$ cat config.mk
export PLATFORM = sky130hd
export DESIGN_NAME = icache_refill_ctrl
export DESIGN_NICKNAME = d
export VERILOG_FILES = /design/src/rtl/icache_refill_ctrl.sv
export SDC_FILE = /design/constraint.sdc
export NUM_CORES = 2
export LEC_CHECK = 0
export BUFFER_PORTS_ARGS = -buffer_cell sky130_fd_sc_hd__buf_2
export CELL_PAD_IN_SITES_DETAIL_PLACEMENT = 1
export CELL_PAD_IN_SITES_GLOBAL_PLACEMENT = 1
export CORE_UTILIZATION = 45
export DETAILED_ROUTE_END_ITERATION = 6
export PLACE_DENSITY = 0.88
export SLEW_MARGIN = 20
export SYNTH_ARGS = -nofsm -noshare
export SYNTH_HDL_FRONTEND = slang
export SYNTH_SLANG_ARGS = --single-unit
export TNS_END_PERCENT = 1
$ cat constraint.sdc
create_clock -name clk_i -period 2.27 [get_ports clk_i]
set_clock_uncertainty 0.1 [all_clocks]
set_input_delay 0.3405 -clock clk_i [delete_from_list [all_inputs] [get_ports clk_i]]
set_output_delay 0.3405 -clock clk_i [all_outputs]
set_load 0.01 [all_outputs]
$ cat src/rtl/icache_refill_ctrl.sv
`default_nettype none
//============================================================================
// Module   : icache_refill_ctrl
// Desc     : ICache miss/refill sequencer. Accepts one line miss, picks a
//            victim way (first invalid way, else round-robin), reads the
//            line from memory in bus-width beats, and writes data, tag and
//            valid into the cache arrays in one cycle. It also walks every
//            set to invalidate the cache on a flush (fence.i).
// Options  : `define ICACHE_REFILL_PERF_EN adds the perf_miss_cnt_o and
//            perf_busy_cnt_o counter outputs.
// Revision : 1.0 - initial release
//============================================================================
module icache_refill_ctrl #(
    parameter int PLEN                = 32,
    parameter int ICACHE_LINE_WIDTH   = 512,
    parameter int ICACHE_SET_ASSOC    = 4,
    parameter int ICACHE_NUM_SETS     = 64,
    parameter int ICACHE_INDEX_WIDTH  = $clog2(ICACHE_NUM_SETS),
    parameter int ICACHE_OFFSET_WIDTH = $clog2(ICACHE_LINE_WIDTH / 8),
    parameter int ICACHE_TAG_WIDTH    = PLEN - ICACHE_INDEX_WIDTH - ICACHE_OFFSET_WIDTH,
    parameter int BUS_WIDTH           = 64
) (
    input  logic                          clk_i,
    input  logic                          rst_i,
    // miss request from fetch
    input  logic                          miss_valid_i,
    output logic                          miss_ready_o,
    input  logic [PLEN-1:0]               miss_paddr_i,
    input  logic [ICACHE_SET_ASSOC-1:0]   miss_way_valid_i,
    // memory read request
    output logic                          mem_req_valid_o,
    input  logic                          mem_req_ready_i,
    output logic [PLEN-1:0]               mem_req_addr_o,
    // memory read response beats
    input  logic                          mem_rsp_valid_i,
    output logic                          mem_rsp_ready_o,
    input  logic [BUS_WIDTH-1:0]          mem_rsp_data_i,
    input  logic                          mem_rsp_err_i,
    // flush
    input  logic                          flush_i,
    output logic                          flush_busy_o,
    // array write port
    output logic                          refill_we_o,
    output logic [ICACHE_INDEX_WIDTH-1:0] refill_index_o,
    output logic [ICACHE_SET_ASSOC-1:0]   refill_way_o,
    output logic [ICACHE_TAG_WIDTH-1:0]   refill_tag_o,
    output logic                          refill_valid_o,
    output logic [ICACHE_LINE_WIDTH-1:0]  refill_line_o,
    output logic                          refill_done_o,
    output logic                          refill_err_o
`ifdef ICACHE_REFILL_PERF_EN
    ,
    output logic [31:0]                   perf_miss_cnt_o,
    output logic [31:0]                   perf_busy_cnt_o
`endif
);

    localparam int c_BEATS  = ICACHE_LINE_WIDTH / BUS_WIDTH;
    localparam int c_BEAT_W = (c_BEATS > 1) ? $clog2(c_BEATS) : 1;
    localparam int c_WAY_W  = (ICACHE_SET_ASSOC > 1) ? $clog2(ICACHE_SET_ASSOC) : 1;

    localparam logic [c_BEAT_W-1:0]           c_LAST_BEAT = c_BEAT_W'(c_BEATS - 1);
    localparam logic [ICACHE_INDEX_WIDTH-1:0] c_LAST_SET  = ICACHE_INDEX_WIDTH'(ICACHE_NUM_SETS - 1);
    localparam logic [c_WAY_W-1:0]            c_LAST_WAY  = c_WAY_W'(ICACHE_SET_ASSOC - 1);

    localparam logic [2:0] S_IDLE  = 3'd0;
    localparam logic [2:0] S_REQ   = 3'd1;
    localparam logic [2:0] S_BEAT  = 3'd2;
    localparam logic [2:0] S_WRITE = 3'd3;
    localparam logic [2:0] S_FLUSH = 3'd4;

    // Reject geometries the beat assembler cannot handle.
    generate
        if (((ICACHE_LINE_WIDTH % BUS_WIDTH) != 0) || (c_BEATS < 2)) begin : g_bad_bus_width
            $error("icache_refill_ctrl: line width must be a multiple of BUS_WIDTH with at least 2 beats");
        end
        if (PLEN != (ICACHE_TAG_WIDTH + ICACHE_INDEX_WIDTH + ICACHE_OFFSET_WIDTH)) begin : g_bad_addr_split
            $error("icache_refill_ctrl: tag + index + offset widths must equal PLEN");
        end
    endgenerate

    logic [2:0]                          r_state;
    logic [2:0]                          w_state_next;

    logic [ICACHE_INDEX_WIDTH-1:0]       r_index;
    logic [ICACHE_TAG_WIDTH-1:0]         r_tag;
    logic [ICACHE_SET_ASSOC-1:0]         r_way;
    logic [c_WAY_W-1:0]                  r_rr_ptr;
    logic [c_BEAT_W-1:0]                 r_beat_cnt;
    logic                                r_err;
    logic                                r_flush_pend;
    logic [ICACHE_INDEX_WIDTH-1:0]       r_flush_idx;
    logic [c_BEATS-1:0][BUS_WIDTH-1:0]   r_line;

    // last values driven on the array port, shown while no write is active
    logic [ICACHE_INDEX_WIDTH-1:0]       r_hold_index;
    logic [ICACHE_SET_ASSOC-1:0]         r_hold_way;
    logic [ICACHE_TAG_WIDTH-1:0]         r_hold_tag;
    logic                                r_hold_valid;
    logic [ICACHE_LINE_WIDTH-1:0]        r_hold_line;

    logic                                w_miss_acc;
    logic                                w_beat_fire;
    logic                                w_last_beat;
    logic                                w_last_set;
    logic                                w_all_valid;
    logic [ICACHE_SET_ASSOC-1:0]         w_victim;
    logic                                w_found;
    logic [ICACHE_INDEX_WIDTH-1:0]       w_wr_index;
    logic [ICACHE_SET_ASSOC-1:0]         w_wr_way;
    logic [ICACHE_TAG_WIDTH-1:0]         w_wr_tag;
    logic                                w_wr_valid;
    logic                                w_unused_offset;

    assign w_miss_acc      = miss_valid_i && miss_ready_o;
    assign w_beat_fire     = (r_state == S_BEAT) && mem_rsp_valid_i;
    assign w_last_beat     = (r_beat_cnt == c_LAST_BEAT);
    assign w_last_set      = (r_flush_idx == c_LAST_SET);
    assign w_all_valid     = &miss_way_valid_i;
    assign w_unused_offset = ^miss_paddr_i[ICACHE_OFFSET_WIDTH-1:0];

    // Victim: lowest-numbered invalid way, else the round-robin pointer.
    always_comb begin
        w_victim = '0;
        w_found  = 1'b0;
        for (int i = 0; i < ICACHE_SET_ASSOC; i++) begin
            if (!w_found && !miss_way_valid_i[i]) begin
                w_victim[i] = 1'b1;
                w_found     = 1'b1;
            end
        end
        if (!w_found) begin
            w_victim = ICACHE_SET_ASSOC'(1) << r_rr_ptr;
        end
    end

    // State register.
    always_ff @(posedge clk_i) begin
        if (rst_i) begin
            r_state <= S_IDLE;
        end else begin
            r_state <= w_state_next;
        end
    end

    // Next-state logic; a flush in IDLE takes priority over a miss.
    always_comb begin
        w_state_next = r_state;
        case (r_state)
            S_IDLE: begin
                if (flush_i || r_flush_pend) begin
                    w_state_next = S_FLUSH;
                end else if (w_miss_acc) begin
                    w_state_next = S_REQ;
                end
            end
            S_REQ: begin
                if (mem_req_ready_i) begin
                    w_state_next = S_BEAT;
                end
            end
            S_BEAT: begin
                if (w_beat_fire && w_last_beat) begin
                    w_state_next = S_WRITE;
                end
            end
            S_WRITE: begin
                w_state_next = r_flush_pend ? S_FLUSH : S_IDLE;
            end
            S_FLUSH: begin
                if (w_last_set) begin
                    w_state_next = S_IDLE;
                end
            end
            default: w_state_next = S_IDLE;
        endcase
    end

    // Control outputs decoded from the current state.
    always_comb begin
        miss_ready_o    = (r_state == S_IDLE) && !flush_i && !r_flush_pend;
        mem_req_valid_o = (r_state == S_REQ);
        mem_rsp_ready_o = (r_state == S_BEAT);
        refill_we_o     = (r_state == S_WRITE) || (r_state == S_FLUSH);
        refill_done_o   = (r_state == S_WRITE);
        refill_err_o    = (r_state == S_WRITE) && r_err;
        flush_busy_o    = r_flush_pend || (r_state == S_FLUSH);
    end

    // Live array-write fields: flush writes clear every way of a set.
    always_comb begin
        if (r_state == S_FLUSH) begin
            w_wr_index = r_flush_idx;
            w_wr_way   = '1;
            w_wr_tag   = '0;
            w_wr_valid = 1'b0;
        end else begin
            w_wr_index = r_index;
            w_wr_way   = r_way;
            w_wr_tag   = r_tag;
            w_wr_valid = !r_err;
        end
    end

    assign mem_req_addr_o = {r_tag, r_index, {ICACHE_OFFSET_WIDTH{1'b0}}};
    assign refill_index_o = refill_we_o ? w_wr_index : r_hold_index;
    assign refill_way_o   = refill_we_o ? w_wr_way   : r_hold_way;
    assign refill_tag_o   = refill_we_o ? w_wr_tag   : r_hold_tag;
    assign refill_valid_o = refill_we_o ? w_wr_valid : r_hold_valid;
    assign refill_line_o  = (r_state == S_WRITE) ? r_line : r_hold_line;

    // Miss capture, victim pointer, beat assembly and error tracking.
    always_ff @(posedge clk_i) begin
        if (rst_i) begin
            r_index    <= '0;
            r_tag      <= '0;
            r_way      <= '0;
            r_rr_ptr   <= '0;
            r_beat_cnt <= '0;
            r_err      <= 1'b0;
            r_line     <= '0;
        end else begin
            if (w_miss_acc) begin
                r_index <= miss_paddr_i[ICACHE_OFFSET_WIDTH +: ICACHE_INDEX_WIDTH];
                r_tag   <= miss_paddr_i[PLEN-1 : ICACHE_OFFSET_WIDTH + ICACHE_INDEX_WIDTH];
                r_way   <= w_victim;
                // the pointer only moves when it actually chose the victim
                if (w_all_valid) begin
                    r_rr_ptr <= (r_rr_ptr == c_LAST_WAY) ? '0 : r_rr_ptr + 1'b1;
                end
            end
            if (w_beat_fire) begin
                r_line[r_beat_cnt] <= mem_rsp_data_i;
                r_beat_cnt         <= w_last_beat ? '0 : r_beat_cnt + 1'b1;
                if (mem_rsp_err_i) begin
                    r_err <= 1'b1;
                end
            end
            if (r_state == S_WRITE) begin
                r_err <= 1'b0;
            end
        end
    end

    // Flush bookkeeping: remember flushes that arrive mid-refill, walk sets.
    always_ff @(posedge clk_i) begin
        if (rst_i) begin
            r_flush_pend <= 1'b0;
            r_flush_idx  <= '0;
        end else begin
            if (flush_i && ((r_state == S_REQ) || (r_state == S_BEAT) || (r_state == S_WRITE))) begin
                r_flush_pend <= 1'b1;
            end else if ((r_state == S_FLUSH) && w_last_set) begin
                r_flush_pend <= 1'b0;
            end
            if (r_state == S_FLUSH) begin
                r_flush_idx <= w_last_set ? '0 : r_flush_idx + 1'b1;
            end
        end
    end

    // Capture the array-port fields so they stay put between writes.
    always_ff @(posedge clk_i) begin
        if (rst_i) begin
            r_hold_index <= '0;
            r_hold_way   <= '0;
            r_hold_tag   <= '0;
            r_hold_valid <= 1'b0;
            r_hold_line  <= '0;
        end else begin
            if (refill_we_o) begin
                r_hold_index <= w_wr_index;
                r_hold_way   <= w_wr_way;
                r_hold_tag   <= w_wr_tag;
                r_hold_valid <= w_wr_valid;
            end
            if (r_state == S_WRITE) begin
                r_hold_line <= r_line;
            end
        end
    end

`ifdef ICACHE_REFILL_PERF_EN
    logic [31:0] r_perf_miss_cnt;
    logic [31:0] r_perf_busy_cnt;

    // Free-running wrap-around counters of accepted misses and refill cycles.
    always_ff @(posedge clk_i) begin
        if (rst_i) begin
            r_perf_miss_cnt <= '0;
            r_perf_busy_cnt <= '0;
        end else begin
            if (w_miss_acc) begin
                r_perf_miss_cnt <= r_perf_miss_cnt + 32'd1;
            end
            if ((r_state == S_REQ) || (r_state == S_BEAT) || (r_state == S_WRITE)) begin
                r_perf_busy_cnt <= r_perf_busy_cnt + 32'd1;
            end
        end
    end

    assign perf_miss_cnt_o = r_perf_miss_cnt;
    assign perf_busy_cnt_o = r_perf_busy_cnt;
`endif

endmodule
`default_nettype wire

== Word-level counts from Yosys, hierarchy flattened ==
Cells that the tools add are included.

* Output and inout port bits: 582
* Logic and storage cells: 102
* Input bits: 107
* Register bits: 1101

* Order comparisons: 2
* Reductions and logical operators: 31
* Shift-type cells: 1
* Equal/unequal tests: 11
* Muxes and demuxes: 32
* Add/sub/neg operators: 3

{| class="wikitable"
|+ Operators by type and width
! kind !! count
|-
| 512-bit bitwise mux || 1
|-
| 512-bit 2-to-1 mux || 1
|-
| 64-bit demux with 3-bit select || 1
|-
| 64-bit 2-to-1 mux || 1
|-
| 20-bit 2-to-1 mux || 2
|-
| 3-bit 2-to-1 mux || 7
|-
| 6-bit 2-to-1 mux || 3
|-
| 3-bit one-hot mux with 5 select lines || 1
|-
| 1-bit logical AND || 12
|-
| 4-bit 2-to-1 mux || 3
|-
| 1-bit 2-to-1 mux || 11
|-
| 1-bit zero test || 8
|-
| 6-bit by 1-bit adder with 6-bit output, second input constant || 1
|-
| 3-bit by 2-bit equality test with 1-bit output, second input constant || 2
|-
| 3-bit equality test, second input constant || 2
|-
| 6-bit equality test, second input constant || 1
|-
| 1-bit logical OR || 5
|-
| 5-bit AND reduction || 1
|-
| 3-bit by 4-bit less-than comparator with 1-bit output, second input constant || 1
|-
| 2-bit by 1-bit inequality test with 1-bit output, second input constant || 2
|-
| 4-bit AND reduction || 1
|-
| 1-bit by 2-bit << shifter with 4-bit output, first input constant || 1
|-
| 3-bit by 1-bit adder with 3-bit output, second input constant || 1
|-
| 3-bit by 1-bit equality test with 1-bit output, second input constant || 1
|-
| other kinds (10) || 10
|}

== Depth between registers and ports, before layout ==
* Word-level depth: 10
* Mapped depth: 7
* Depth with buffers taken out: 5

== Worst setup path before layout ==
No wires, ideal clock.

* Path kind: register to output
* Start: reg r_state[1]
* End: out refill_tag_o[0]
* Data required time: 1.830 ns
* Arrival time: 1.395 ns
* Cell stages (with the launch flop): 8
* Setup slack: 0.434 ns
* Path through: dfxtp_1 buf_2 nand3b_1 buf_4 buf_2 buf_2 o22ai_1 a21oi_1

* Word-level cells in the longest chain between the ends: 3

{| class="wikitable"
|+ Ends and longest elaborated chain
! what !! line !! text
|-
| from (decl) || 82 || <nowiki>logic [2:0] r_state;</nowiki>
|-
| from (signal assigned) || 142 || <nowiki>r_state <= w_state_next;</nowiki>
|-
| 3-bit equality test or 3-bit by 2-bit equality test with 1-bit output (tied branches) || 184, 192 ||
|-
| 20-bit 2-to-1 mux or 1-bit logical OR (tied branches) || 192, 184 ||
|-
| 20-bit 2-to-1 mux * || - ||
|-
| to (decl) || 46 || <nowiki>output logic [ICACHE_TAG_WIDTH-1:0] refill_tag_o,</nowiki>
|}

Every way passes the cells marked *; elsewhere a longest branch is shown, timed or not.

== Worst setup path in the final report ==
* Start: reg r_state[2]
* End: out refill_index_o[4]

* Word-level cells in the longest chain between the ends: 3

{| class="wikitable"
|+ Ends and longest elaborated chain
! what !! line !! text
|-
| 3-bit equality test or 3-bit by 2-bit equality test with 1-bit output (tied branches) || 184, 192 ||
|-
| 6-bit 2-to-1 mux or 1-bit logical OR (tied branches) || 192, 184 ||
|-
| 6-bit 2-to-1 mux * || - ||
|-
| to (decl) || 44 || <nowiki>output logic [ICACHE_INDEX_WIDTH-1:0] refill_index_o,</nowiki>
|}

Marks and branches as above.

==> results list <==
- Outcome: finished, violations left
* Violations in the final reports: negative setup slack
- The tree is rooted in a clkbuf_16.
- Number of antenna violations at the first check in global routing: 7
- Synth Register Bits: 1101
- For this run, design rule violations remaining after detail routing come to 0.
- Detailed routing placed a total of about 14000 um of wire on met3.
- Registers take around 0.022 mm^2.
* Final setup margin: -682 ps
- STA classifies the critical path startpoint as a flop.
- Setup repair after global routing could not meet its margin everywhere.
- Clock latency on the worst-skew pair, taken at its later pin, is about 700 ps.
- The floorplan step defined a die boundary enclosing 0.0979 mm^2.
- Non-filler instance count after layout: a little under 6000
- Number of nets in the layout: approximately 4700
- In the routed layout, each cell is associated on average with a via count of about 5.8.
* Bufs on Longest Clock Path: 3
- Along the worst path, the maximum fanout reaches 79.
- Initial detailed-routing violation count: 2621
- For this block, the via count after detailed routing is 34900.
- Synth area leaders: dfxtp_1, mux2i_1, nand2b_1, mux2_1, nor2b_1
- Post-route clock period utilization: 1.30
* Area of the mapped netlist: around 0.043 mm^2
- Worst Hold Depth: 4
- Highest Clock Rate: between 0.3 and 0.4 GHz
- Entering global routing, the biggest net connects 94 pins.
* Total CTS buffers: 111
- Endpoint kind of the worst setup timing path: output port
- Of the synthesized area, sequential elements account for 0.507.
- Counting every instance in the synthesized netlist gives roughly 3900.
- Area growth from synthesis to layout: 30.6%
* Hold Fails Final Rpt: 0
* TritonCTS clock tree: yes
- At the worst endpoint, the arrival time is 2510 ps.
* Max-slew headroom: 0.444
* Area inside the core boundary: ~0.095 mm^2
- Hold crit path type: input port to flop
- In this run the vertical extent of the chip is roughly 310 um.
* List of cells traversed by the critical path: buf_12 -> or3b_2 -> o21ai_2 -> a211oi_2 -> buf_2
- Of the post-synthesis cell area, the dominant cell type holds 0.507.
- Power per cell area: 721 mW/mm^2
* Number of warnings printed during yosys synthesis: 0
- Placed inst area: a little under 0.05 mm^2
- Critical path type: flop to output port
- The floorplan step set the die width to 313 um.
* Measured slew at the worst slew-check pin: 811 ps
- Summed over all layers, the global routing overflow is 0.
- Prevailing post-synth register cell: dfxtp_1
- Biggest area consumer among synthesized cells: dfxtp_1
- Summed over all cells, the static leakage comes to between 20 and 30 nW.
* Share of flip-flops with an asynchronous set or reset after synthesis: 0
- Uppermost layer routed: met5
- Proportion of layout cells with a drive suffix above 1: 0.330
- Fillers: ~9600
- For this run, the slowest stage of the critical path takes approximately 570 ps.
- CTS H-tree lvls: 3
* Number of global-route vias before repair: 36900
* Synthesized area divided by synthesized cell count: between 10 and 15 um^2
* Wire length reported by the detailed router: 186000 um
- Leaving out fill and tap cells, the most frequent cell in the layout is dfxtp_1.
- Met2 routed WL: 92000 um
- The initial utilization of the core area, before any placement, comes to 0.456.
- Buffers placed on the I/O ports in this run total 676.
- CP Data Required Time: between 1500 and 2000 ps
- After routing the design area is 0.0568 mm^2.
* Total iterations of the first detailed-routing run: 5
- Post-route minimum period: 2950 ps
- The tightest hold path in the finished design has a slack of 74.5 ps.
* First-pass GRT wire length: 233000 um
- Post-detail-place hpwl: 89100 um
* Pins Over Slew Limit: 0
- Number of flops mapped to enable cells by yosys: 0
- In this run the core area contains 113 standard-cell rows.
- Most frequent cells in the layout: dfxtp_1, nand2b_1, nor2b_1, mux2i_1, buf_2
- On the critical path, the stage with the largest delay is an instance of a211oi_2.
- Final Core Density: 0.596
- IR analysis of the VDD net gives a maximum drop of 0.750 mV.
- Once placement completed, the tool counted placed cells totaling 5687.
- Post-Route M1 WL: 65000 um
- Library cells used by synthesis: 50
- DRT antenna net count: 0
* Detail-routed net length per standard cell: 31.2 um
- At the end of routability-driven placement, the weighted congestion stood at 0.810.
- Total GRT Usage: 0.309
- For this design, the sink count on the clock tree is 1101.
- For this design the top-level I/O count stands at approximately 700.
* Clock slew at the register clock pins of the worst setup and hold paths: about 60 ps
- Number of violations of the max-capacitance limit: 0
- In the final layout, the multi-input gates occupy 0.0211 mm^2.
- Measured in cells, the most critical reg-to-reg path has a length of 6.
* Final setup violation count: approximately 560
## cell usage after synthesis (28+ instances only)
master,n
nor2b_1,517
nand2b_1,582
nand2_1,36
clkbuf_1,139
mux2i_1,515
buf_2,92
a21oi_1,66
buf_6,28
buf_1,68
dfxtp_1,1101
o21ai_0,40
mux2_2,201
nand3_1,39
mux2_1,311
## worst max-delay path, delay by kind of cell (launching register included)
family | cells | cell delay (ps)
AO/OA/AOI/OAI | 2 | 640
buffers and inverters | 2 | 550
flip-flops | 1 | 360
AND/OR/NAND/NOR | 1 | 210
## cells by family (layout without fill, tap and decap cells)
kind of cell,Yosys count,after routing,share of synthesized area
adder cells (fa/ha/maj),7,7,0.00201
flip-flops,1101,1101,0.507
XOR/XNOR,1,1,0.000201
AND/OR/NAND/NOR,1228,1228,0.174
AO/OA/AOI/OAI,184,184,0.0252
other,1,10,0.0000863
multiplexers,1027,1027,0.251
buffers and inverters,360,1143,0.0406
## timing repair
item                                    in CTS  in global routing
resized for setup                          276                597
hold buffers                                45                  0
pin swaps                                   14                  0
gates cloned                                 6                  9
endpoints found under the setup margin     550                550
endpoints found under the hold margin       75                  0
setup buffers                                8                  6
## registers in the layout (all words and copies together), names as in the netlist
register      cells
r_hold_line     512
r_line          512
r_hold_tag       20
r_tag            20
r_flush_idx       6
r_hold_index      6
r_index           6
r_hold_way        4
r_way             4
r_beat_cnt        3
r_state           3
r_rr_ptr          2
r_err             1
r_flush_pend      1
r_hold_valid      1
## stage by stage
| stage | power (mW) | setup TNS (ps) | setup WS, ps |
|---|---|---|---|
| 2_1_floorplan | 20.8 | 0 | 434 |
| 6_report | 41.0 | -287210 | -682 |
| 3_3_place_gp | 21.5 | 0 | 91.7 |
| 5_1_grt | 41.8 | -321110 | -704 |
| 4_1_cts | 40.2 | -295880 | -649 |
| 3_5_place_dp | 21.5 | 0 | 37.7 |
## final timing paths
| kind | start | endpoint | slack, ps |
|---|---|---|---|
| max | r_state[2]$_SDFFE_PP0P_ | refill_index_o[4] | -680 |
| min | mem_rsp_data_i[60] | r_line[508]$_SDFFE_PP0P_ | 70 |
| max reg2reg | r_state[2]$_SDFFE_PP0P_ | r_line[478]$_SDFFE_PP0P_ | -360 |
| min reg2reg | r_line[337]$_SDFFE_PP0P_ | r_line[337]$_SDFFE_PP0P_ | 380 |
## power by group
part | total (mW) | internal (mW) | switching (mW)
combinational | 1.99 | 0.701 | 1.29
clock | 19.5 | 10.9 | 8.55
sequential | 19.5 | 19.4 | 0.0882
total | 41.0 | 31.0 | 9.93
## layer usage
metal / vias up / GRT usage
met4: 8 / 0.173
met3: 948 / 0.0756
met5: - / 0
li1: 14400 / -
met1: 17500 / 0.330
met2: 1977 / 0.555
## layout make-up
class / instances / area share
Multi-Input combinational cell: 2453 / 0.371
Sequential cell: 1101 / 0.388
Tap cell: 1265 / 0.0279
Timing Repair Buffer: 931 / 0.147
Antenna cell: 4 / 0.000176
Clock inverter: 22 / 0.00548
Inverter: 9 / 0.000793
Clock buffer: 181 / 0.0596
(Power assumes the default switching activity.)
